<file path="config.mk">
export PLATFORM = sky130hd
export DESIGN_NAME = uart_word_tx
export DESIGN_NICKNAME = d
export VERILOG_FILES = /design/src/rtl/uart_word_tx.sv
export SDC_FILE = /design/constraint.sdc
export NUM_CORES = 1
export LEC_CHECK = 0
export ABC_AREA = 1
export BUFFER_PORTS_ARGS = -buffer_cell sky130_fd_sc_hd__buf_2
export CORE_UTILIZATION = 57
export DETAILED_ROUTE_END_ITERATION = 10
export PLACE_DENSITY = 0.78
export SYNTH_ARGS = -nofsm -noshare
export SYNTH_HDL_FRONTEND = slang
export SYNTH_SLANG_ARGS = --single-unit
</file>
<file path="constraint.sdc">
create_clock -name clk -period 1.7 [get_ports clk]
set_input_delay 0.255 -clock clk [delete_from_list [all_inputs] [get_ports clk]]
set_output_delay 0.255 -clock clk [all_outputs]
set_load 0.005 [all_outputs]
</file>
<file path="src/rtl/uart_word_tx.sv">
// 16-bit word transmitter: sends the word as two back-to-back 8N1 frames,
// low byte first, with bit timing derived from clk by an internal baud counter.
module uart_word_tx #(
  parameter int CLK_DIV   = 5208,
  parameter int STOP_BITS = 1
) (
  input  logic        clk,
  input  logic        rst,
  input  logic [15:0] word,
  input  logic        send,
  output logic        busy,
  output logic        done,
  output logic        tx
);

  localparam int BW = (CLK_DIV > 1) ? $clog2(CLK_DIV) : 1;
  localparam logic [BW-1:0] BAUD_MAX = BW'(CLK_DIV - 1);

  typedef enum logic [1:0] {IDLE, START, DATA, STOP} state_t;

  state_t        state_q, state_d;
  logic [BW-1:0] baud_q, baud_d;
  logic [2:0]    bit_q, bit_d;
  logic          stop_q, stop_d;
  logic          byte_q, byte_d;
  logic [15:0]   shadow_q, shadow_d;
  logic          tx_q, tx_d;
  logic          busy_q, busy_d;
  logic          done_q, done_d;

  logic          baud_end;
  logic          stop_last;
  logic [3:0]    next_idx;

  always_comb begin
    state_d   = state_q;
    baud_d    = baud_q;
    bit_d     = bit_q;
    stop_d    = stop_q;
    byte_d    = byte_q;
    shadow_d  = shadow_q;
    tx_d      = tx_q;
    busy_d    = busy_q;
    done_d    = 1'b0;
    baud_end  = (baud_q == BAUD_MAX);
    stop_last = (STOP_BITS == 1) || stop_q;
    next_idx  = {byte_q, bit_q + 3'd1};

    if (state_q != IDLE) begin
      baud_d = baud_end ? '0 : baud_q + 1'b1;
    end

    case (state_q)
      IDLE: begin
        baud_d = '0;
        bit_d  = 3'd0;
        stop_d = 1'b0;
        byte_d = 1'b0;
        tx_d   = 1'b1;
        if (send) begin
          shadow_d = word;
          busy_d   = 1'b1;
          tx_d     = 1'b0;
          state_d  = START;
        end
      end
      START: begin
        if (baud_end) begin
          state_d = DATA;
          bit_d   = 3'd0;
          tx_d    = shadow_q[{byte_q, 3'd0}];
        end
      end
      DATA: begin
        if (baud_end) begin
          if (bit_q == 3'd7) begin
            state_d = STOP;
            stop_d  = 1'b0;
            tx_d    = 1'b1;
          end else begin
            bit_d = bit_q + 3'd1;
            tx_d  = shadow_q[next_idx];
          end
        end
      end
      STOP: begin
        if (baud_end) begin
          if (!stop_last) begin
            stop_d = 1'b1;
          end else if (!byte_q) begin
            // high byte follows immediately, no idle gap between frames
            byte_d  = 1'b1;
            stop_d  = 1'b0;
            tx_d    = 1'b0;
            state_d = START;
          end else begin
            stop_d  = 1'b0;
            busy_d  = 1'b0;
            done_d  = 1'b1;
            tx_d    = 1'b1;
            state_d = IDLE;
          end
        end
      end
      default: state_d = IDLE;
    endcase
  end

  always_ff @(posedge clk) begin
    if (rst) begin
      state_q  <= IDLE;
      baud_q   <= '0;
      bit_q    <= 3'd0;
      stop_q   <= 1'b0;
      byte_q   <= 1'b0;
      shadow_q <= 16'h0000;
      tx_q     <= 1'b1;
      busy_q   <= 1'b0;
      done_q   <= 1'b0;
    end else begin
      state_q  <= state_d;
      baud_q   <= baud_d;
      bit_q    <= bit_d;
      stop_q   <= stop_d;
      byte_q   <= byte_d;
      shadow_q <= shadow_d;
      tx_q     <= tx_d;
      busy_q   <= busy_d;
      done_q   <= done_d;
    end
  end

  assign tx   = tx_q;
  assign busy = busy_q;
  assign done = done_q;

endmodule

</file>
==> out/qor.txt, run 1 <==
status -> complete, no violations
first drt pass iteration count -> 4
row cnt -> 20
vias in the first global route -> 1536
global-route usage over all layers -> 23.7%
startpoint type of the worst setup path -> register
DR iter-0 viols -> 59
cell count after synthesis -> 261
final setup slack of the worst path -> 0.129 ns
number of warnings reported in the yosys synthesis log -> 0
clock transition at the registers of the reported paths -> 0.11 ns
# fillers -> 298
final hold viol count -> 0
share of final-layout standard cells stronger than drive strength 1 -> 20.8%
maximum vdd drop -> 0.700 mV
detail-routed net length per standard cell -> 10.8 um
initial core utilization -> 60.4%
aggregate routed wire length -> 3610 um
cell type with the highest occurrence count on the critical path -> nand2_1
power density cells -> 1300 nW/um^2
boundary pin count -> 22
Reg2Reg Launch Point -> baud_q[0]
CP endpoint kind -> register
Final GP Congestion -> 0.875
arrival time worst endpoint -> 1.81 ns
worst-case hold path end point -> shadow_q[5]
hold crit path type -> input pin to register
max-capacitance violation count -> 0
register-to-register setup slack -> 0.13 ns
Post-CTS Setup Bufs -> 0
post-detailed-placement half-perimeter wirelength -> 2640 um
Design Area, Final -> 2130 um^2
leakage power figure -> 0.913 nW
Post-Place Setup Slack -> -0.00889 ns
largest net degree at the start of global routing -> 20
Port Buf Inserts -> 21
Worst slew margin -> 68.9%
f_max -> 636 MHz
Die Footprint -> 3470 um^2
final period demand of the worst path -> 1.57 ns
mean cell area of the mapped netlist -> 7.07 um^2
placed cell areas -> 2010 um^2
first-pass GRT wire length -> 6220 um
Clock Skew -> 0.0126 ns
TritonCTS clock tree -> yes
Crit Path Category -> register to register
share of the yosys chip area belonging to registers -> 41.2%
worst hold path cell count -> 3
Remaining Overflow, GRT -> 0
Max Fanout on Critical Path -> 5
buffer levels on the longest clock path -> 2
final hold slack -> 0.145 ns
ant diodes -> 0
Final ANT Viol Nets -> 0
capture point of the worst reg-to-reg path -> busy
Max Transition Viols Final -> 0
post-synthesis to final-layout area growth -> 15.4%
post-route clock period utilization -> 92.4%
TritonCTS Buffers -> 5
antenna violations before repair -> 0
required time of the critical path -> 1.94 ns
Netlist Area Pre-Place -> 1840 um^2
number of different library cells in the post-synthesis netlist -> 26
clock insertion delay at the later pin of the skew report -> 0.35 ns
via count -> 1672
post-layout total power -> 2.77 mW
die span in y -> 58.9 um
Remaining DRCs -> 0
buffer cell driving the clock tree root -> clkbuf_4
total setup violations reported at the end of the flow -> 0
number of nets produced by synthesis -> 287
delay of the slowest cell on the worst path -> 0.36 ns
r2r worst-path depth -> 8
clock sink count -> 38
final net count -> 314
area inside the core boundary -> 3050 um^2
critical path's slowest cell -> dfxtp_2
routed vias/inst -> 5.02
H-tree levels -> 2
worst min-delay path startpoint -> word[5]
cells along the critical path -> ha_2 > nand2_2 > nor3_4 > nand3_4 > nand2_1 > nand2_1 > nor3_1 > nor2_1
die boundary width -> 58.9 um
flip-flop and latch count after synthesis -> 38
Worst-Margin Slew -> 0.467 ns
cell type report:
type	count	area (um^2)	area share, %
multi-input combinational	192	1010	47.6
sequential	38	768	36.1
timing repair buffer	25	135	6.35
inverter	26	97.6	4.59
clock buffer	7	55.1	2.59
tap	44	55.1	2.59
clock inverter	1	5.00	0.235
Yosys cell counts:
library cell / count / area share (%)
inv_2: 4 / 0.81
a22oi_1: 1 / 0.41
inv_1: 22 / 4.5
nand4_1: 2 / 0.68
nor3b_1: 2 / 0.81
nor2_2: 4 / 1.4
nand2_2: 3 / 1.0
nor2_4: 1 / 0.61
nand3_1: 17 / 4.6
o21ai_1: 3 / 0.81
a21oi_1: 13 / 3.5
o21ai_0: 25 / 6.8
a31oi_1: 1 / 0.34
nand2_1: 48 / 9.8
nor3_1: 6 / 1.6
nor3_2: 4 / 2.2
buf_2: 2 / 0.54
nand3_2: 1 / 0.54
o21ai_2: 1 / 0.47
a221oi_1: 1 / 0.47
nor2_1: 50 / 10
o21a_1: 1 / 0.41
ha_1: 7 / 4.7
nand3_4: 1 / 0.95
clkbuf_1: 3 / 0.61
dfxtp_1: 38 / 41
flip-flops by register name, indices dropped and copies added (netlist names):
register	cells
state_q	2
busy	1
byte_q	1
baud_q	13
shadow_q	16
bit_q	3
tx	1
done	1
metal layers:
| metal | routed length, um | track usage, % | share of wire [%] |
|---|---|---|---|
| met1 | 1740 | 28.9 | 48 |
| met2 | 1670 | 40.1 | 46 |
| met3 | 140 | 4.18 | 3.9 |
| met4 | 59 | 11.9 | 1.6 |
| met5 | 0 | 0 | 0 |
through the flow:
stage          util (%)  instances  TNS (ns)
2_1_floorplan         -        261         0
3_3_place_gp       65.9        325         0
3_5_place_dp       65.9        325  -0.00889
4_1_cts            67.9        333         0
5_1_grt            69.7        333   -0.0366
6_report           69.7        333         0
placed cells by master, fill, tap and decap left out, types with 2 or more instances in the layout:
cell	netlist	routed
a21oi_1	13	13
buf_2	2	21
buf_4	0	4
clkbuf_4	0	5
dfxtp_1	38	34
dfxtp_2	0	3
ha_1	7	5
inv_1	22	21
inv_2	4	5
nand2_1	48	47
nand2_2	3	4
nand3_1	17	17
nand3_4	1	2
nand4_1	2	2
nor2_1	50	49
nor2_2	4	5
nor3_1	6	6
nor3_2	4	2
nor3_4	0	2
nor3b_1	2	2
o21ai_0	25	25
o21ai_1	3	3
logic make-up (layout without fill, tap and decap cells):
| logic type | after synthesis | count (layout) | synth area share, % |
|---|---|---|---|
| AND/OR/NAND/NOR | 139 | 139 | 34.3 |
| flip-flops | 38 | 38 | 41.2 |
| AO/OA/AOI/OAI | 46 | 46 | 13.2 |
| adder cells (fa/ha/maj) | 7 | 7 | 4.75 |
| buffers and inverters | 31 | 59 | 6.44 |
how the worst max path moves through the flow:
stage          cells past startpoint          to       start  slack (ns)
5_1_grt                            9        busy   baud_q[0]       -0.04
2_1_floorplan                     10  baud_q[10]  state_q[0]        0.21
3_3_place_gp                      10  baud_q[10]  state_q[0]        0.05
6_report                           8        busy   baud_q[0]        0.13
4_1_cts                           10  baud_q[12]  state_q[0]       0.007
3_5_place_dp                      10   baud_q[9]  state_q[0]      -0.009
critical path, delay by kind of cell, from the launching register on:
family,cells,cell delay (ns)
and+or+nand+nor,7,0.90
adders and majority gates,1,0.20
DFF,1,0.36
where the power goes:
part           leakage [nW]  switching, mW  total (mW)  internal (mW)
Combinational         0.564          0.664        1.10          0.438
Sequential            0.313          0.108        1.18           1.07
Clock                0.0353          0.291       0.491          0.200
Total                 0.913           1.06        2.77           1.71
repair_timing:
action | in CTS | in global routing
resized for setup | 1 | 14
pin swaps | 0 | 1
endpoints found under the setup margin | 1 | 9
hold buffers | 0 | 0
(Power assumes the default switching activity.)
==> run 2: changes to the inputs <==
CELL_PAD_IN_SITES_DETAIL_PLACEMENT = 0   (was default)
CELL_PAD_IN_SITES_GLOBAL_PLACEMENT = 1   (was default)
CORE_UTILIZATION = 25   (was 57)
PLACE_DENSITY = default   (was 0.78)
PLACE_DENSITY_LB_ADDON = 0.1   (was default)
==> out/qor.txt, run 2 (synthesis gave the netlist of run 1 again) <==
storage element area -> 764 um^2 (-0.49%)
leakage power figure -> 0.965 nW (+5.7%)
Final ANT Viol Nets -> 0 (unchanged)
maximum vdd drop -> 0.530 mV (-24%)
area inside the core boundary -> 6940 um^2 (+130%)
aggregate routed wire length -> 4350 um (+21%)
status -> complete, no violations
boundary pin count -> 22 (unchanged)
TritonCTS Buffers -> 5 (unchanged)
count of hold buffers inserted by post-cts repair -> 0 (unchanged)
Critical Path Start -> state_q[1]
Reg2Reg Launch Point -> state_q[1]
CP endpoint kind -> register
Max Used Layer -> met4
total routed wire length on the met1 layer -> 2190 um (+26%)
register ranked first by flip-flop count -> shadow_q
initial core utilization -> 26.6% (-34 points)
Remaining DRCs -> 0 (unchanged)
leading cell type in the layout, fill and taps excluded -> nor2_1
Port Buf Inserts -> 21 (unchanged)
flip-flop count of the largest register after layout -> 16 (unchanged)
commonest cells after routing, fill and taps aside -> 50 x nor2_1, 46 x nand2_1, 35 x dfxtp_1
Final GP Congestion -> 0.761 (-13%)
Max Fanout on Critical Path -> 17 (+12)
max-capacitance violation count -> 0 (unchanged)
first drt pass iteration count -> 4 (unchanged)
first-pass GRT wire length -> 7330 um (+18%)
largest registers in the final layout -> shadow_q x16, baud_q x13, bit_q x3
largest net degree at the start of global routing -> 18 (-10%)
# fillers -> 779 (+160%)
global-route usage over all layers -> 12.4% (-11 points)
clock sink count -> 38 (unchanged)
post-detailed-placement half-perimeter wirelength -> 3290 um (+25%)
Remaining Overflow, GRT -> 0 (unchanged)
Worst-Margin Slew -> 0.262 ns (-0.205 ns)
vias in the first global route -> 1558 (+1.4%)
final hold viol count -> 0 (unchanged)
H-tree levels -> 2 (unchanged)
DR iter-0 viols -> 65 (+10%)
detail-routed net length per standard cell -> 11.1 um (+2.3%)
footprint of the multi-input gates -> 1000 um^2 (-1.1%)
final net count -> 322 (+2.5%)
ant diodes -> 0 (unchanged)
share of final-layout standard cells stronger than drive strength 1 -> 23.2% (+2.5 points)
antenna violations before repair -> 0 (unchanged)
clock insertion delay at the later pin of the skew report -> 0.29 ns (-0.06 ns)
Sum Neg Setup Slack -> 0 ns (unchanged)
final core occ -> 33.2% (-37 points)
Die Footprint -> 7720 um^2 (+120%)
routed wire length on met2 -> 1970 um (+18%)
total setup violations reported at the end of the flow -> 0 (unchanged)
buffer cell driving the clock tree root -> clkbuf_8
die boundary width -> 87.9 um (+49%)
startpoint type of the worst setup path -> register
DR WL met3 -> 119 um (-15%)
Max Transition Viols Final -> 0 (unchanged)
routed vias/inst -> 4.32 (-14%)
row cnt -> 30 (+50%)
hold crit path type -> input pin to register
post-route clock period utilization -> 90.0% (-2.5 points)
setup repair after global routing missed its margin -> false
arrival time worst endpoint -> 1.71 ns (-0.10 ns)
buffer levels on the longest clock path -> 2 (unchanged)
power density cells -> 1370 nW/um^2 (+5.1%)
Worst slew margin -> 82.5% (+14 points)
worst min-delay path startpoint -> word[5]
required time of the critical path -> 1.88 ns (-0.06 ns)
post-synthesis to final-layout area growth -> 24.9%
TritonCTS clock tree -> yes
final period demand of the worst path -> 1.53 ns (-0.0422 ns)
Clock Skew -> 0.00991 ns (-0.00272 ns)
via count -> 1697 (+1.5%)
Crit Path Category -> register to register
f_max -> 654 MHz (+2.8%)
clock transition at the registers of the reported paths -> 0.08 ns (-0.03 ns)
die span in y -> 87.9 um (+49%)
## run 2: cell count changes in the layout (fill, tap and decap cells not counted), moves of 2 or more
cell | before | now
nor2_4 | 1 | 3
clkbuf_8 | 1 | 5
clkbuf_4 | 5 | 0
nor2_2 | 5 | 2
buf_4 | 4 | 11
## run 2: per-stage QoR
stage          cells  power, mW  setup slack [ns]  hold WS (ns)  area (um^2)
5_1_grt          393       3.45           0.00176         0.201         2300
3_5_place_dp     383       2.35            0.0549         0.438         2120
6_report         393       3.16             0.171         0.204         2300
4_1_cts          391       3.13            0.0455         0.199         2230
2_1_floorplan    261       1.96             0.206         0.418         1840
3_3_place_gp     383       2.37            0.0703         0.432         2120
## run 2: worst max-delay path, cell delays in order, from the launching register on
cell and delay [ns]:
dfxtp_1 0.33, inv_1 0.11, ha_2 0.26, buf_4 0.15, nand2_1 0.09, buf_4 0.20
o21ai_0 0.22, nor2_1 0.06
## run 2: per-layer routing
metal	vias to the layer above	GRT usage [%]
li1	919	-
met1	748	16.2
met2	23	19.8
met3	7	2.92
met4	0	4.92
met5	-	0
## run 2: path summary, 6_finish.rpt
kind | endpoint | slack, ns | depth (start not counted)
min reg2reg | baud_q[10] | 0.48 | 2
min | shadow_q[5] | 0.20 | 3
max reg2reg | shadow_q[1] | 0.17 | 7
max | shadow_q[1] | 0.17 | 7
## run 2: layout make-up
cell class	count	share of cell area, %
clock inverter	3	1.74
multi-input combinational	192	43.5
inverter	26	4.40
timing repair buffer	33	9.02
tap	96	5.21
sequential	38	33.2
clock buffer	5	2.99
## run 2: power by group
part | leakage, nW | internal, mW | total [mW] | switching (mW)
Clock | 0.0579 | 0.432 | 0.767 | 0.334
Combinational | 0.594 | 0.505 | 1.20 | 0.698
Sequential | 0.313 | 1.07 | 1.19 | 0.115
## run 2: what timing repair did
item	CTS	global route
resized for setup	0	13
endpoints found under the setup margin	0	8
buffers inserted	0	3
